`config.mk`:
```
export PLATFORM = sky130hd
export DESIGN_NAME = i2c_lut_write_ctrl
export DESIGN_NICKNAME = d
export VERILOG_FILES = /design/src/rtl/i2c_cfg_pkg.sv /design/src/rtl/i2c_quarter_tick.sv /design/src/rtl/i2c_lut_write_ctrl.sv
export SDC_FILE = /design/constraint.sdc
export NUM_CORES = 1
export LEC_CHECK = 0
export BUFFER_PORTS_ARGS = -buffer_cell sky130_fd_sc_hd__buf_4
export CAP_MARGIN = 20
export CORE_ASPECT_RATIO = 1.2
export CORE_MARGIN = 3
export CORE_UTILIZATION = 60
export CTS_CLUSTER_SIZE = 14
export DETAILED_ROUTE_END_ITERATION = 10
export PLACE_DENSITY = 0.83
export SYNTH_ARGS = -nofsm -noshare
export SYNTH_HDL_FRONTEND = slang
export SYNTH_SLANG_ARGS = --single-unit
```
`constraint.sdc`:
```
create_clock -name clk -period 7 [get_ports clk]
set_input_delay 1.4 -clock clk [delete_from_list [all_inputs] [get_ports clk]]
set_output_delay 1.4 -clock clk [all_outputs]
set_load 0.005 [all_outputs]
```
`src/rtl/i2c_cfg_pkg.sv`:
```
// Shared types and constants for the sensor LUT I2C writer.
// Holds the FSM state set, quarter phases and the delay-entry tag.
package i2c_cfg_pkg;

   typedef enum logic [3:0] {
      ST_INIT_WAIT,
      ST_LOAD,
      ST_START,
      ST_BYTE,
      ST_ACK,
      ST_STOP,
      ST_GAP,
      ST_NEXT,
      ST_DELAY,
      ST_DONE
   } state_t;

   localparam logic [1:0] Q0 = 2'd0;
   localparam logic [1:0] Q1 = 2'd1;
   localparam logic [1:0] Q2 = 2'd2;
   localparam logic [1:0] Q3 = 2'd3;

   localparam logic [15:0] DELAY_TAG = 16'hFFFF;

   localparam int MIN_CNT_W = 1;

   function automatic int cnt_width(input int n);
      return (n > 1) ? $clog2(n) : MIN_CNT_W;
   endfunction

endpackage

```
`src/rtl/i2c_quarter_tick.sv`:
```
// Quarter-bit divider: one-cycle tick every DIV clocks while enabled.
// Clear (or a tick) returns the count to zero so each quarter is exact.
module i2c_quarter_tick
   import i2c_cfg_pkg::*;
#(
   parameter int DIV = 62
) (
   input  logic clk,
   input  logic rst,
   input  logic i_en,
   input  logic i_clr,
   output logic o_tick
);

   localparam int W = cnt_width(DIV);
   localparam logic [W-1:0] LAST = W'(DIV - 1);

   logic [W-1:0] r_cnt;

   assign o_tick = i_en && (r_cnt == LAST);

   always_ff @(posedge clk) begin
      if (rst || i_clr || o_tick) begin
         r_cnt <= '0;
      end else if (i_en) begin
         r_cnt <= r_cnt + 1'b1;
      end
   end

endmodule

```
`src/rtl/i2c_lut_write_ctrl.sv`:
```
// Walks the sensor register LUT and writes each entry over I2C.
// I2C_LUT_DELAY_ENTRY_EN: reg_addr 16'hFFFF entries become ms waits.
module i2c_lut_write_ctrl
   import i2c_cfg_pkg::*;
#(
   parameter int         CLK_FREQ   = 25_000_000,
   parameter int         I2C_FREQ   = 100_000,
   parameter logic [7:0] SLAVE_ADDR = 8'h60,
   parameter int         INIT_DELAY = 1_000_000,
   parameter int         MAX_RETRY  = 3
) (
   input  logic        clk,
   input  logic        rst,
   output logic [7:0]  LUT_INDEX,
   input  logic [23:0] LUT_DATA,
   input  logic [7:0]  LUT_SIZE,
   output logic        i2c_sclk,
   output logic        sda_out,
   output logic        sda_oe,
   input  logic        sda_in,
   output logic        i2c_busy,
   output logic        i2c_config_done,
   output logic        i2c_config_error
);

   localparam int DIV = CLK_FREQ / (4 * I2C_FREQ);
   localparam logic [31:0] INIT_LAST = 32'(INIT_DELAY - 1);
   localparam logic [7:0] RETRY_LAST = 8'(MAX_RETRY - 1);

   state_t      r_state;
   logic [1:0]  r_q;
   logic [31:0] r_buf;
   logic [2:0]  r_bit;
   logic [1:0]  r_byte;
   logic        r_nack;
   logic [7:0]  r_rcnt;
   logic [31:0] r_dly;
   logic [7:0]  r_idx;
   logic        r_scl;
   logic        r_sda;
   logic        r_oe;
   logic        r_busy;
   logic        r_done;
   logic        r_err;

   logic        w_tick;
   logic        w_run;
   logic        w_last_idx;

   assign w_run = (r_state == ST_START) || (r_state == ST_BYTE)
               || (r_state == ST_ACK) || (r_state == ST_STOP)
               || (r_state == ST_GAP);

   assign w_last_idx = (({1'b0, r_idx} + 9'd1) == {1'b0, LUT_SIZE});

`ifdef I2C_LUT_DELAY_ENTRY_EN
   localparam logic [31:0] MS_CYC = 32'(CLK_FREQ / 1000);
   logic [31:0] w_dly_last;
   assign w_dly_last = 32'(r_buf[7:0]) * MS_CYC - 32'd1;
`endif

   i2c_quarter_tick #(
      .DIV(DIV)
   ) u_qtick (
      .clk   (clk),
      .rst   (rst),
      .i_en  (w_run),
      .i_clr (~w_run),
      .o_tick(w_tick)
   );

   always_ff @(posedge clk) begin
      if (rst) begin
         r_state <= ST_INIT_WAIT;
         r_q     <= Q0;
         r_buf   <= '0;
         r_bit   <= '0;
         r_byte  <= '0;
         r_nack  <= 1'b0;
         r_rcnt  <= '0;
         r_dly   <= '0;
         r_idx   <= '0;
         r_scl   <= 1'b1;
         r_sda   <= 1'b1;
         r_oe    <= 1'b0;
         r_busy  <= 1'b0;
         r_done  <= 1'b0;
         r_err   <= 1'b0;
      end else begin
         unique case (r_state)
            ST_INIT_WAIT: begin
               if (r_dly == INIT_LAST) begin
                  r_dly   <= '0;
                  r_state <= (LUT_SIZE == 8'd0) ? ST_DONE : ST_LOAD;
               end else begin
                  r_dly <= r_dly + 32'd1;
               end
            end
            ST_LOAD: begin
               r_buf  <= {SLAVE_ADDR & 8'hFE, LUT_DATA};
               r_nack <= 1'b0;
               r_bit  <= '0;
               r_byte <= '0;
               r_q    <= Q0;
`ifdef I2C_LUT_DELAY_ENTRY_EN
               if (LUT_DATA[23:8] == DELAY_TAG) begin
                  r_state <= (LUT_DATA[7:0] == 8'd0) ? ST_NEXT : ST_DELAY;
               end else begin
                  r_state <= ST_START;
               end
`else
               r_state <= ST_START;
`endif
            end
            ST_START: begin
               if (w_tick) begin
                  r_q <= r_q + 2'd1;
                  if (r_q == Q3) r_state <= ST_BYTE;
               end
            end
            ST_BYTE: begin
               if (w_tick) begin
                  r_q <= r_q + 2'd1;
                  if (r_q == Q3) begin
                     r_buf <= {r_buf[30:0], 1'b0};
                     r_bit <= r_bit + 3'd1;
                     if (r_bit == 3'd7) r_state <= ST_ACK;
                  end
               end
            end
            ST_ACK: begin
               if (w_tick) begin
                  r_q <= r_q + 2'd1;
                  if (r_q == Q2) r_nack <= sda_in;
                  if (r_q == Q3) begin
                     if (r_nack || (r_byte == 2'd3)) begin
                        r_state <= ST_STOP;
                     end else begin
                        r_byte  <= r_byte + 2'd1;
                        r_state <= ST_BYTE;
                     end
                  end
               end
            end
            ST_STOP: begin
               if (w_tick) begin
                  r_q <= r_q + 2'd1;
                  if (r_q == Q3) r_state <= ST_GAP;
               end
            end
            ST_GAP: begin
               if (w_tick) begin
                  r_q <= r_q + 2'd1;
                  if (r_q == Q3) r_state <= ST_NEXT;
               end
            end
            ST_NEXT: begin
               if (r_nack && (r_rcnt < RETRY_LAST)) begin
                  r_rcnt  <= r_rcnt + 8'd1;
                  r_state <= ST_LOAD;
               end else begin
                  r_rcnt <= '0;
                  if (r_nack) r_err <= 1'b1;
                  if (w_last_idx) begin
                     r_state <= ST_DONE;
                  end else begin
                     r_idx   <= r_idx + 8'd1;
                     r_state <= ST_LOAD;
                  end
               end
            end
            ST_DELAY: begin
`ifdef I2C_LUT_DELAY_ENTRY_EN
               if (r_dly == w_dly_last) begin
                  r_dly   <= '0;
                  r_state <= ST_NEXT;
               end else begin
                  r_dly <= r_dly + 32'd1;
               end
`else
               r_state <= ST_NEXT;
`endif
            end
            ST_DONE: r_done <= 1'b1;
            default: r_state <= ST_INIT_WAIT;
         endcase

         // Pad drive follows the current quarter one clock later.
         r_busy <= (r_state == ST_LOAD) || (r_state == ST_START)
                || (r_state == ST_BYTE) || (r_state == ST_ACK)
                || (r_state == ST_STOP) || (r_state == ST_DELAY);
         unique case (r_state)
            ST_START: begin
               r_scl <= 1'b1;
               r_oe  <= 1'b1;
               r_sda <= ~r_q[1];
            end
            ST_BYTE: begin
               r_scl <= r_q[1];
               r_oe  <= 1'b1;
               r_sda <= r_buf[31];
            end
            ST_ACK: begin
               r_scl <= r_q[1];
               r_oe  <= 1'b0;
               r_sda <= 1'b1;
            end
            ST_STOP: begin
               r_scl <= r_q[1];
               r_oe  <= 1'b1;
               r_sda <= (r_q == Q3);
            end
            default: begin
               r_scl <= 1'b1;
               r_oe  <= 1'b0;
               r_sda <= 1'b1;
            end
         endcase
      end
   end

   assign LUT_INDEX        = r_idx;
   assign i2c_sclk         = r_scl;
   assign sda_out          = r_sda;
   assign sda_oe           = r_oe;
   assign i2c_busy         = r_busy;
   assign i2c_config_done  = r_done;
   assign i2c_config_error = r_err;

endmodule
```
; ---- After elaboration in Yosys (flattened, before gate mapping)
; Index checks and enable logic that the tools add are counted.
; Widths: inputs -> output; s select.
[totals]
in_bits = 35
out_inout_bits = 14
register_bits = 104
[classes]
eq_ne = 31
bitwise = 6
add_sub_neg = 8
order_cmp = 1
n_reduce_logical = 30
n_mux = 36
[op_table]
columns = op, count
row1 = $mux 32, 3
row2 = $pmux 32 s2, 1
row3 = $mux 4, 15
row4 = $pmux 4 s10, 1
row5 = $add 32x1->32 const B, 1
row6 = $eq 32x20->1 const B, 1
row7 = $ne 2x1->1 const B, 13
row8 = $add 8x1->8 const B, 2
row9 = $eq 4x3->1 const B, 4
row10 = $reduce_and 13->1, 1
row11 = $logic_or 1x1->1, 12
row12 = $reduce_and 3->1, 4
row13 = $add 8x1->9 const B, 1
row14 = $eq 9x8->1, 1
row15 = $mux 3, 3
row16 = $eq 4x2->1 const B, 2
row17 = $eq 4x4->1 const B, 2
row18 = $logic_not 8->1, 1
row19 = $lt 8x2->1 const B, 1
row20 = $mux 2, 4
row21 = $mux 8, 1
row22 = $pmux 2 s2, 2
row23 = $add 6x1->6 const B, 1
row24 = $eq 2x2->1 const B, 3
row25 = other kinds (19), 32

; ---- Logic depth before layout (Yosys ltp)
[logic_depth]
word_depth = 8
depth_mapped = 10
mapped_depth_nobuf = 8

; ---- Hierarchy
; From an unflattened synthesis, not the netlist that was laid out.
[hier_totals]
hier_cells = 605
hier_area_um2 = 5139.9
[by_module_without_submodules]
columns = module, seq_area_each_um2, area_per_inst_um2, instances, cells_each
row1 = i2c_lut_write_ctrl, 1961.9, 4857.2, 1, 574
row2 = i2c_quarter_tick, 120.1, 282.8, 1, 31

; ---- Worst setup path after synthesis
; OpenSTA, ideal clock, no wires.
[synth_path]
path_kind = input to register
from = in LUT_SIZE[5]
to = reg r_idx[0] (netlist: LUT_INDEX[0])
setup_ns = 0.121
cell_stages = 6
path_slack_ns = 3.844
required_ns = 6.879
arrival_time_ns = 3.035
path_cell_list = xor2_1 > and4_1 > o2111ai_1 > a2111oi_2 > a21boi_0 > mux2_2
[synth_between]
elab_chain_len = 3
[synth_lines]
columns = item, line
row1 = from (decl), i2c_lut_write_ctrl.sv:16  ; input logic [7:0] LUT_SIZE,
row2 = $eq 9x8->1, i2c_lut_write_ctrl.sv:54  ; assign w_last_idx = (({1'b0, r_idx} + 9'd1) == {1'b0, LUT_SIZE});
row3 = $not 1->1 (no line), -
row4 = $reduce_and 3->1 (no line), -
row5 = to (signal assigned), i2c_lut_write_ctrl.sv:167  ; r_idx <= r_idx + 8'd1;
row6 = to (decl), i2c_lut_write_ctrl.sv:38  ; logic [7:0] r_idx;
; No other way between the ends.
; A chain may end at the register's enable or synchronous reset.

; ---- Final worst setup path
; Ends and elaborated chain as after synthesis.

==> results.yml <==
outcome:
  status: "finished clean"
logic_synthesis:
  synthFlopType: "dfxtp_1"
  syn_nets: 672
  synthArstFlopShare_pct: 0
  syn_area_per_cell_um2: 8.06
  yosysMostFrequentCell: "nor2_1"
  synth.top_cell.area_share_pct: 41.2
  synth_largest_area_cell: "dfxtp_1"
  synth_common_cells: "105 x nor2_1, 104 x dfxtp_1, 86 x nand2_1"
  syn_inst: 627
  ys_ff_latch: 104
  ys_types: 51
  synth_edf_count: 0
  synth_area_leaders: "dfxtp_1 41%, nor2_1 7.8%, nand2_1 6.4%"
  syn_area_um2: 5050
  yosys_warnings: 0
  ys_seq_area_share_pct: 41.2
clocking:
  hold_buffers: 0
  cts_sinks: 104
  cts_tree: "done"
  h-tree-depth: 3
  cts_inserted_buffers: 9
  ctsResizeCount: 0
  clk_root_buffer_cell: "clkbuf_8"
  postCtsSetupBuffers: 0
  clock_latency_ps: 370
  clk_pin_slew_ps: 100
  clock_path_buffers: 2
critical_path:
  worstReg2RegEnd: "r_dly[3]"
  worst-path-max-fanout: 8
  ff2ff_path_depth: 4
  worst_setup_path_end_kind: "register"
  r2r-start: "r_state[1]"
  start_kind: "input pin"
  setup.worst_path.class: "in2reg"
  critPathCapture: "LUT_INDEX[0]"
  cp.arrival_ps: 3420
  setup.worst_path.start: "LUT_SIZE[5]"
  required_ps: 7270
  reg2reg_slack_ps: 4210
sta:
  fin_ws_ps: 3860
  holdWs_ps: 456
  timing.fmax_ghz: 0.318
  finClkSkew_ps: 8.85
  relSlewSlack_pct: 31.2
  tightest_slew_ps: 1020
  slew_violations: 0
  min_period_ps: 3140
  hold_viol: 0
  rsz0062_at_grt: "no"
  setup-violations-final: 0
  period_share_pct: 44.9
  setup_tns_ps: 0
layout:
  fin_nets: 693
  antenna_cells: 0
  drive_gt1_share_pct: 13.2
  instances_no_fill: 767
  fill_cells: 676
  syn_to_final_growth_pct: 11.2
drt:
  drcViolationCount: 0
  vias: 4420
  topRoutingLayerUsed: "met4"
  routedWlPerCell_um: 13.6
  wl_met2_um: 5460
  drt_iter0_drc: 383
  first_pass_iters: 4
  vias_per_cell: 5.76
  met1_length_um: 4340
  routed_wl_um: 10500
  postRouteAntennaNets: 0
  route.met3.wl_um: 408
floorplan:
  die-height_um: 107
  ioPinCount: 49
  die_area_um2: 9560
  die_w_um: 89.8
  core.rowCount: 36
  start_util_pct: 62.0
  core_area_um2: 8150
min_path:
  hold_path_class: "reg2reg"
  whs_path_depth: 2
place:
  gp_congestion: 0.866
  io_buffers: 48
  post-dp-hpwl_um: 7170
  dp_cells: 751
  place_ws_ps: 3460
power_and_ir_drop:
  p_leak_uw: 0.00203
  power.density_nw_per_um2: 261
  peakVddDrop_v: 0.000183
global_routing:
  overflow: 0
  grt_max_degree: 73
  grt_antenna_before_repair: 0
  grt_first_pass_wirelength_um: 17900
  grt.total_usage_pct: 22.0
  grt_pass1_vias: 4250
run:
  maxCapViolations: 0
-- through the flow --
| stage | util (%) | power [uW] | instance area (um2) |
|---|---|---|---|
| after floorplan | - | 1010 | 5050 |
| after global placement | 66.3 | 1060 | 5410 |
| after detailed placement | 66.3 | 1080 | 5410 |
| after CTS | 69.0 | 1470 | 5620 |
| after global routing | 69.0 | 1550 | 5620 |
| final | 69.0 | 1470 | 5620 |
-- logic make-up after synthesis --
family                   Yosys count  share of synthesized area [%]
adder cells (fa/ha/maj)           10                           2.48
XOR/XNOR                          42                           7.28
AND/OR/NAND/NOR                  317                           29.7
flip-flops                       104                           41.2
AO/OA/AOI/OAI                     94                           12.8
multiplexers                      12                           2.65
buffers and inverters             48                           3.91
-- worst max-delay path, stage by stage --
cell,delay (ps)
buf_4,110
xor2_1,160
and4_1,210
o2111ai_1,120
a2111oi_2,760
a21boi_0,300
mux2_2,340
-- report_power, final --
part           switching (uW)  leakage, uW  internal, uW
registers                70.0     0.000842           657
clock network             206     0.000106           187
logic                     203      0.00108           142
-- per-layer routing --
layer / track usage (%) / up-vias
li1: - / 2239
met1: 23.9 / 2089
met2: 41.6 / 73
met3: 4.81 / 19
met4: 8.65 / 0
met5: 0 / -
-- flip-flops by register name, summed over array words and instances, names as in the netlist, 2 cells and up --
register / cells
r_byte: 2
r_state: 4
r_q: 2
r_buf: 32
u_qtick.r_cnt: 6
r_rcnt: 8
r_bit: 3
r_dly: 32
LUT_INDEX: 8
-- area by class of cell --
class | instances | area, um2 | share of cell area (%)
inverters | 9 | 33.8 | 0.601
well taps | 114 | 143 | 2.54
flip-flops and latches | 104 | 2080 | 37.0
multi-input cells | 475 | 2780 | 49.5
clock buffers | 11 | 151 | 2.69
repair buffers | 49 | 368 | 6.54
clock inverters | 5 | 63.8 | 1.14
-- cells in the final DEF (no fill, tap or decap), drive strengths merged, types with 6 or more instances in the layout --
cell type and count:
o21ai 8, ha 10, clkbuf 11, a311oi 25
nand4 10, nor2 105, a31oi 6, inv 10
buf 49, a21oi 34, dfxtp 104, nand2b 9
nor4 9, or3 9, and3 9, xor2 18
nor2b 13, nand3 34, mux2 11, nand2 86
xnor2 24, nor3 10
-- how the worst min path moves through the flow --
stage / start / end / slack [ps]
floorplan: r_rcnt[7] / r_rcnt[7] / 430
global placement: r_buf[24] / r_buf[24] / 440
detailed placement: r_buf[27] / r_buf[27] / 450
CTS: r_buf[27] / r_buf[27] / 460
global route: r_buf[31] / r_buf[31] / 480
finish: r_buf[28] / r_buf[28] / 460
Note: power is estimated with default switching activity, not from simulation.
